### src/rtl/if_stage.sv
// if_stage: instruction fetch with prefetch FIFO; IF_STALL_CNT_EN adds a backpressure counter.
module if_stage #(
    parameter logic [31:0] RESET_PC = 32'h0000_0000,
    parameter int          DEPTH    = 2
) (
    input  logic        clk,
    input  logic        rst,
    output logic        rom_ce_o,
    output logic [31:0] rom_addr_o,
    input  logic [31:0] rom_data_i,
    input  logic        flush_i,
    input  logic [31:0] flush_addr_i,
    output logic        id_valid_o,
    input  logic        id_ready_i,
    output logic [31:0] id_inst_o,
    output logic [31:0] id_pc_o,
    output logic [31:0] stall_cnt_o
);
    localparam int PW = $clog2(DEPTH);
    localparam logic [PW:0] FULL = (PW+1)'(DEPTH);
    typedef enum logic {IDLE, RUN} state_t;
    state_t state_q, state_d;
    logic [31:0] pc_q, pc_d;
    logic [PW-1:0] wr_q, wr_d, rd_q, rd_d;
    logic [PW:0] cnt_q, cnt_d;
    logic [63:0] mem_q [DEPTH];
    logic run, full, push, pop;
    assign run        = state_q == RUN;
    assign full       = cnt_q == FULL;
    assign rom_ce_o   = run;
    assign rom_addr_o = run ? pc_q : '0;
    assign id_valid_o = cnt_q != '0;
    assign id_inst_o  = id_valid_o ? mem_q[rd_q][31:0] : '0;
    assign id_pc_o    = id_valid_o ? mem_q[rd_q][63:32] : '0;
    assign pop        = id_valid_o & id_ready_i;
    assign push       = run & ~flush_i & (~full | pop);
    // A flush wins over everything: the FIFO empties and the PC is redirected.
    always_comb begin
        state_d = RUN;
        pc_d    = flush_i ? {flush_addr_i[31:2], 2'b00} : push ? pc_q + 32'd4 : pc_q;
        wr_d    = flush_i ? '0 : push ? wr_q + PW'(1) : wr_q;
        rd_d    = flush_i ? '0 : pop ? rd_q + PW'(1) : rd_q;
        cnt_d   = flush_i ? '0 : cnt_q + (PW+1)'(push) - (PW+1)'(pop);
    end
    always_ff @(posedge clk or negedge rst) begin
        if (!rst) begin
            state_q <= IDLE;
            pc_q    <= {RESET_PC[31:2], 2'b00};
            wr_q    <= '0;
            rd_q    <= '0;
            cnt_q   <= '0;
        end else begin
            state_q <= state_d;
            pc_q    <= pc_d;
            wr_q    <= wr_d;
            rd_q    <= rd_d;
            cnt_q   <= cnt_d;
        end
    end
    // Entry storage needs no reset; the count gates visibility of stale words.
    always_ff @(posedge clk) begin
        if (push) mem_q[wr_q] <= {pc_q, rom_data_i};
    end
`ifdef IF_STALL_CNT_EN
    logic [31:0] stall_q, stall_d;
    always_comb begin
        stall_d = (id_valid_o & ~id_ready_i & ~&stall_q) ? stall_q + 32'd1 : stall_q;
    end
    always_ff @(posedge clk or negedge rst) begin
        if (!rst) stall_q <= '0;
        else      stall_q <= stall_d;
    end
    assign stall_cnt_o = stall_q;
`else
    assign stall_cnt_o = '0;
`endif
endmodule

### config.mk
export PLATFORM = sky130hd
export DESIGN_NAME = if_stage
export DESIGN_NICKNAME = d
export VERILOG_FILES = /design/src/rtl/if_stage.sv
export SDC_FILE = /design/constraint.sdc
export NUM_CORES = 1
export LEC_CHECK = 0
export ABC_AREA = 0
export BUFFER_PORTS_ARGS = -buffer_cell sky130_fd_sc_hd__buf_4
export CELL_PAD_IN_SITES_DETAIL_PLACEMENT = 2
export CELL_PAD_IN_SITES_GLOBAL_PLACEMENT = 2
export CORE_MARGIN = 4
export CORE_UTILIZATION = 31
export DETAILED_ROUTE_END_ITERATION = 7
export GPL_ROUTABILITY_DRIVEN = 0
export PLACE_DENSITY = 0.77
export SKIP_CTS_REPAIR_TIMING = 1
export SYNTH_ARGS = -nofsm -noshare
export SYNTH_HDL_FRONTEND = slang
export SYNTH_SLANG_ARGS = --single-unit
### constraint.sdc
create_clock -name clk -period 4.2 [get_ports clk]
set_input_delay 0.42 -clock clk [delete_from_list [all_inputs] [get_ports clk]]
set_output_delay 0.42 -clock clk [all_outputs]
set_load 0.1 [all_outputs]
Word level (Yosys, flattened, before mapping)

Memories as Yosys holds them, arrays and structs flattened.
Index checks and enable logic that the tools add are counted.
W data, S select, Z words.

Memory bits (writable): 128
Memories kept: 1
Input port bits: 68
Register bits after elaboration: 37
Output and inout bits: 130

$add $sub $neg: 5
Bitwise logic cells: 6
Equal/unequal tests: 1
Reductions and logical operators: 3
Muxes and demuxes: 12

Memories:

| name  | words | width | rd ports | clocked after memory_dff | wr ports | line | RTL |
|---|---|---|---|---|---|---|---|
| mem_q | 2     | 64    | 1        | 0                        | 1        | 26   | `logic [63:0] mem_q [DEPTH];` |

Operator list:

| kind                    | number |
|---|---|
| $mux W32                | 5 |
| $add A32 B3 Y32 const B | 1 |
| $mux W1                 | 6 |
| $reduce_bool A2 Y1      | 3 |
| $and A1 B1 Y1           | 3 |
| $add A1 B1 Y1 const B   | 2 |
| $add A2 B1 Y2           | 1 |
| $eq A2 B2 Y1 const B    | 1 |
| $mux W2                 | 1 |
| $not A1 Y1              | 2 |
| $sub A2 B1 Y2           | 1 |
| $or A1 B1 Y1            | 1 |

Longest topological paths before layout

Gate-level depths: netlist of run 1.

Depth in word-level cells: 7
Depth in mapped cells: 9
Mapped depth without buffers: 9

Worst setup path before layout of run 1

Ideal clock, no wire load.

Path type: reg2reg
Start point: register state_q, in the netlist rom_ce_o
End point: memory mem_q[0][0] (enable)
Path buffers: 1
Slack: -0.409 ns
Cell stages (with the launch flop): 5
Period minus slack after synthesis: 4.609 ns
Arrival: 4.126 ns
Library setup time: 0.482 ns
Cell sequence: dfrtp_1 > clkbuf_1 > nor2b_1 > nand2_1 > nor2_1

Cells in the longest elaborated chain, start to end: 4

Ends and longest elaborated chain:

| element                       | line | RTL |
|---|---|---|
| start: declaration            | 22   | `state_t state_q, state_d;` |
| start signal: assignment      | 53   | `state_q <= state_d;` |
| $and A1 B1 Y1 (2 in a row)    | 36   | `assign push = run & ~flush_i & (~full \| pop);` |
| $mux W1                       | 62   | `if (push) mem_q[wr_q] <= {pc_q, rom_data_i};` |
| $mux W1 (implied by the code) | 62   |  |
| end: declaration              | 26   |  |

No other way between the ends.

Worst setup path in the final report of run 1

Start point: register rd_q
End point: output id_pc_o[12]

Cells in the longest elaborated chain, start to end: 2

Ends and longest elaborated chain:

| element                  | line | RTL |
|---|---|---|
| start: declaration       | 24   | `logic [PW-1:0] wr_q, wr_d, rd_q, rd_d;` |
| start signal: assignment | 56   | `rd_q <= rd_d;` |
| $mem_v2 Z2 W64           | --   |  |
| $mux W32                 | 34   | `assign id_pc_o = id_valid_o ? mem_q[rd_q][63:32] : '0;` |
| end: declaration         | 16   | `output logic [31:0] id_pc_o,` |

No other way between the ends.

==> results_dict.tcl, run 1 <==
set metrics [dict create \
    initial_utilization_pct 31.5 \
    core_area_um2 22700 \
    grt_pass1_wl_um 30500 \
    first_global_vias 5233 \
    clock-sinks 159 \
    max_freq_mhz 362 \
    irDropWorstVdd_mv 0.293 \
    reg2reg_from "rom_ce_o" \
    relSlewSlack_pct 23.9 \
    status "completed" \
    ant_nets 0 \
    diodes 0 \
    wl_um 19200 \
    maxCapViolations 0 \
    synth.yosys.warnings 0 \
    p_leak_nw 3.54 \
    setup_tns_ns 0 \
    skew_ns 0.00827 \
    cts_buffers 17 \
    post-route-min-period_ns 2.76 \
    tightestPinTransition_ns 1.14 \
    clk_path_buf_depth 2 \
    wl_per_cell_um 19.1 \
    critPathMaxFanout 63 \
    grt-ovfl-total 0 \
    path_depth 3 \
    worst_path_dominant_cell_family "flip-flops" \
    clkTransAtPathRegs_ns 0.07 \
    r2r_end "pc_q[29]" \
    crit_type "flop to output pin" \
    htree_levels 4 \
    clock-root-buffer "clkbuf_16" \
    viasPerCell 4.67 \
    critPathRequiredTime_ns 3.78 \
    cp-endpoint "id_pc_o[12]" \
    drive_above_1_share_pct 30.0 \
    clock_latency_ns 0.42 \
    synth_seq_cells 159 \
    crit_chain "mux2i_1 > nor2_1 > buf_4" \
    arrival_ns 2.34 \
    startpoint_type "flop" \
    worst-path-buf-inv 1 \
    regArea_um2 4600 \
    vias 4698 \
    ff2ff_setup_slack_ns 1.79 \
    port_buffers 159 \
    power_density_nw_per_um2 737 \
    layout.nets 779 \
    ys_async_sr_fraction_pct 22.0 \
    r2r_cells 5 \
    cp-end-kind "output pin" \
    dr.first_iter.drc_count 293 \
    setup_viol 0 \
    grt_max_degree 65 \
    crit_slowest_cell "dfrtp_4" \
    fillerInstances 2348 \
    die_h_um 160 \
    synth_area_um2 7160 \
    synth-edff-count 124 \
    power_w 0.00672 \
    dieArea_um2 25600 \
    rsz0062_at_grt "no" \
    hp-class "input port to flop" \
    syn_to_final_growth_pct 27.3 \
    cts_tree "built" \
    die_w_um 160 \
    finalHoldViolCount 0 \
    startpoint "rd_q" \
    synthCells 554 \
    max_stage_delay_ns 1.18 \
    syn_avg_cell_area_um2 12.9 \
    finalCritPeriodShare_pct 65.8 \
    slew_violations 0 \
    ys.flop_type "edfxtp_1" \
    antenna_found_initial 0 \
    place_hpwl_um 13400 \
    yosysSeqAreaShare_pct 64.2 \
    grt_use_total_pct 15.2 \
    multi_input_area_um2 2300 \
    synthDistinctLibCells 36 \
    first_pass_iters 4 \
    ios 198 \
    drc 0 \
    rows 55 \
]
[worst reg2reg max path, stage by stage, from the launching register on]
cell and delay (ns):
dfrtp_1 0.63, buf_4 0.36, nand4_2 0.43, nor4_1 0.50, xor2_1 0.12, mux2_2 0.28
[how the worst min path moves through the flow]
stage | startpoint | end | cells after the start
finish | rom_data_i[3] | mem_q[0][3] | 1
CTS | rst | pc_q[16] | 1
detailed placement | rst | pc_q[12] | 1
global route | rom_data_i[11] | mem_q[1][11] | 1
floorplan | rst | cnt_q[0] | 0
global placement | rst | pc_q[12] | 1
[cell usage in the layout, fill, tap and decap left out, drive strengths merged, types with 14 or more instances in the layout]
cell,synthesis,layout
edfxtp,124,124
clkbuf,23,17
nor2,72,72
xnor2,22,22
conb,2,37
o21ai,24,24
and2,34,34
mux2i,63,63
inv,6,14
buf,42,164
dfrtp,35,35
nand2,38,38
[per-layer routing]
layer / global-route usage [%] / wire [µm] / up-vias
met3: 3.82 / 941 / 16
met5: 0 / 0 / -
met2: 25.2 / 9520 / 131
li1: - / - / 2188
met1: 19.8 / 8550 / 2363
met4: 4.11 / 205 / 0
[metrics by stage]
| step | area, µm² | setup slack [ns] | util, % | std cells | hold slack, ns |
|---|---|---|---|---|---|
| after floorplan | 7290 | 0.627 | - | 589 | 0.124 |
| after global placement | 8520 | 1.77 | 37.5 | 973 | 0.423 |
| after detailed placement | 8520 | 1.67 | 37.5 | 973 | 0.429 |
| after CTS | 9100 | 1.37 | 40.1 | 1005 | -0.0319 |
| after global routing | 9110 | 1.26 | 40.1 | 1006 | 0.150 |
| final | 9110 | 1.44 | 40.1 | 1006 | 0.181 |
[flip-flops by register name, indices dropped and copies added, names as in the netlist]
signal and count:
pc_q 30, cnt_q 2, wr_q 1, mem_q 124, rd_q 1, rom_ce_o 1
[synth_stat cells, types with 9 or more instances]
cell	count	area (µm²)
edfxtp_1	124	3720
xor2_1	9	78.8
buf_4	36	270
clkbuf_1	23	86.3
nor2_1	72	270
xnor2_1	22	193
nand2_1	38	143
o21ai_0	19	95.1
and2_1	34	213
nor3_1	9	45.0
dfrtp_1	35	876
mux2i_1	63	631
[cell type report]
class                      instances  area share (%)
tap                              285            3.91
sequential                       159            50.5
clock inverter                    15            1.68
multi-input combinational        359            25.2
timing repair buffer             165            13.8
inverter                           6           0.247
clock buffer                      17            4.67
[where the power goes]
group	internal, W	switching, W
logic	0.000625	0.00253
clock network	0.000837	0.000694
registers	0.00184	0.000190
[logic make-up after synthesis]
group	share of synthesized area [%]
buffers and inverters	5.71
AND/OR/NAND/NOR	14.1
adder cells (fa/ha/maj)	0.524
other	0.105
AO/OA/AOI/OAI	2.04
multiplexers	9.44
XOR/XNOR	3.79
flip-flops	64.2
(Power assumes the default switching activity.)
==> run 2: changes to the inputs <==
--- a/config.mk
+++ b/config.mk
@@ -10,10 +10,10 @@
 export CELL_PAD_IN_SITES_DETAIL_PLACEMENT = 2
 export CELL_PAD_IN_SITES_GLOBAL_PLACEMENT = 2
 export CORE_MARGIN = 4
-export CORE_UTILIZATION = 31
+export CORE_UTILIZATION = 34
 export DETAILED_ROUTE_END_ITERATION = 7
 export GPL_ROUTABILITY_DRIVEN = 0
-export PLACE_DENSITY = 0.77
+export PLACE_DENSITY = 0.8
 export SKIP_CTS_REPAIR_TIMING = 1
 export SYNTH_ARGS = -nofsm -noshare
 export SYNTH_HDL_FRONTEND = slang
==> constraint.sdc (replaced) <==
create_clock -name clk -period 2.8 [get_ports clk]
set_input_delay 0.28 -clock clk [delete_from_list [all_inputs] [get_ports clk]]
set_output_delay 0.28 -clock clk [all_outputs]
set_load 0.1 [all_outputs]
==> run 2 against run 1 <==
Register-to-register slack worse by 1.3 ns. Worst setup slack worse by 0.96 ns. Clock-buffer cell count up 1. Via count up 1.3%. Worst hold slack worse by 0.14 ns. First-iteration DRC count down 28%. Utilization up 4.8 points. Design area up 1.1%. Sequential power up 43%. Sequential share of layout area down 0.54 points. Total power up 54%. Critical endpoint is now id_inst_o[0]. Largest cell class unchanged. Largest power group unchanged.
==> results_dict.tcl, run 2 (synthesis results as in run 1) <==
set metrics [dict create \
    status "completed" \
    drive_above_1_share_pct 30.2 \
    power.switching_w 0.00507 \
    clkTransAtPathRegs_ns 0.06 \
    vias 4760 \
    grt-ovfl-total 0 \
    final_cell_mix "165 x buf_4, 124 x edfxtp_1, 70 x nor2_1, 63 x mux2i_1, 38 x nand2_1" \
    cp-end-kind "output pin" \
    syn_to_final_growth_pct 28.7 \
    p_int_w 0.00530 \
    p_leak_nw 3.59 \
    finalCritPeriodShare_pct 83.1 \
    arrival_ns 2.05 \
    grt_use_total_pct 17.2 \
    viasPerCell 4.79 \
    rows 52 \
    initial_utilization_pct 34.9 \
    place_hpwl_um 13900 \
    final_common_cell "buf_4" \
    path_common_cell "buf_4" \
    tightestPinTransition_ns 0.770 \
    ios 198 \
    largest_register_ffs 124 \
    startpoint_type "flop" \
    clock-root-buffer "clkbuf_16" \
    top_register "mem_q" \
    critPathMaxFanout 62 \
    first_pass_iters 4 \
    pwr-share-seq_pct 28.1 \
    wl_per_cell_um 20.3 \
    power_density_nw_per_um2 1130 \
    antenna_found_initial 0 \
    post-route-min-period_ns 2.33 \
    irDropWorstVdd_mv 0.418 \
    combPwrFrac_pct 47.5 \
    diodes 0 \
    core_area_um2 20500 \
    grt_pass1_wl_um 31300 \
    hold_ws_ns 0.0418 \
    port_buffers 159 \
    clkPwrFrac_pct 24.3 \
    die_w_um 153 \
    cts_buffers 17 \
    die_h_um 153 \
    dr.first_iter.drc_count 211 \
    drc 0 \
    finalHoldViolCount 0 \
    setup_viol 0 \
    critPathRequiredTime_ns 2.52 \
    worst-path-buf-inv 2 \
    max_stage_delay_ns 0.61 \
    slew_violations 0 \
    fillerInstances 2085 \
    crit_type "flop to output pin" \
    clock_latency_ns 0.42 \
    reg.largest.list "mem_q (124), pc_q (30), cnt_q (2)" \
    layout.nets 783 \
    clock-sinks 159 \
    grt_max_degree 63 \
    crit_chain "nor2_4 > buf_4 > nor2_1 > buf_4" \
    wl_um 20200 \
    crit_slowest_cell "buf_4" \
    skew_ns 0.00794 \
    cts_tree "built" \
    worst_path_dominant_cell_family "buffers and inverters" \
    swShare_pct 48.9 \
    setup_tns_ns 0 \
    htree_levels 4 \
    ant_nets 0 \
    rsz0062_at_grt "no" \
    dieArea_um2 23400 \
    hp-class "input port to flop" \
    maxCapViolations 0 \
    relSlewSlack_pct 48.7 \
    clk_path_buf_depth 2 \
    max_freq_mhz 430 \
    first_global_vias 5272 \
]
[run 2: path summary, 6_finish.rpt]
check                          endpoint  slack [ns]     startpoint  cells after the start
hold / removal              mem_q[1][5]        0.04  rom_data_i[5]                      1
min in group asynchronous      pc_q[12]        0.36            rst                      2
max in group asynchronous          rd_q        2.01            rst                      2
hold reg to reg            mem_q[0][38]        0.56        pc_q[6]                      0
setup / recovery           id_inst_o[0]        0.47       cnt_q[1]                      4
setup reg to reg               cnt_q[1]        0.51       cnt_q[0]                      8
[run 2: metal layers]
layer  share of wire (%)  GRT usage, %  up-vias
li1                    -             -     2189
met1                  43          21.5     2410
met2                  52          30.5      148
met3                 4.5          3.59       13
met4                0.87          4.24        0
met5                   0             0        -
[run 2: area by class of cell]
type                            count  area (µm²)  share of cell area, %
Sequential cell                   159        4600                   50.0
Multi-Input combinational cell    359        2300                   24.9
Timing Repair Buffer              169        1310                   14.2
Clock buffer                       18         429                   4.66
Tap cell                          270         338                   3.67
Clock inverter                     13         211                   2.30
Inverter                            6        22.5                  0.244
[run 2: through the flow]
step	cell area [µm²]	worst slack [ns]	total power [W]	utilization (%)	instances
after detailed placement	8560	0.497	0.00793	41.8	962
final	9210	0.474	0.0104	45.0	994
after floorplan	7300	0.0421	0.00686	-	589
after global placement	8560	0.586	0.00784	41.8	962
after CTS	9200	0.420	0.0105	44.9	993
after global routing	9210	0.301	0.0107	45.0	994
[run 2: power groups by stage]
stage,registers [W],clock network [W],logic [W]
floorplan,0.00290,0,0.00397
global placement,0.00294,0,0.00490
detailed placement,0.00297,0,0.00497
CTS,0.00292,0.00259,0.00498
global route,0.00294,0.00268,0.00512
finish,0.00291,0.00252,0.00493
[run 2: worst register-to-register path, delay by kind of cell (launching register included)]
kind / cells / cell delay, ns
buf+inv: 1 / 0.06
flops: 1 / 0.42
simple gates: 3 / 0.88
xor+xnor: 2 / 0.33
fa+ha+maj: 2 / 0.46
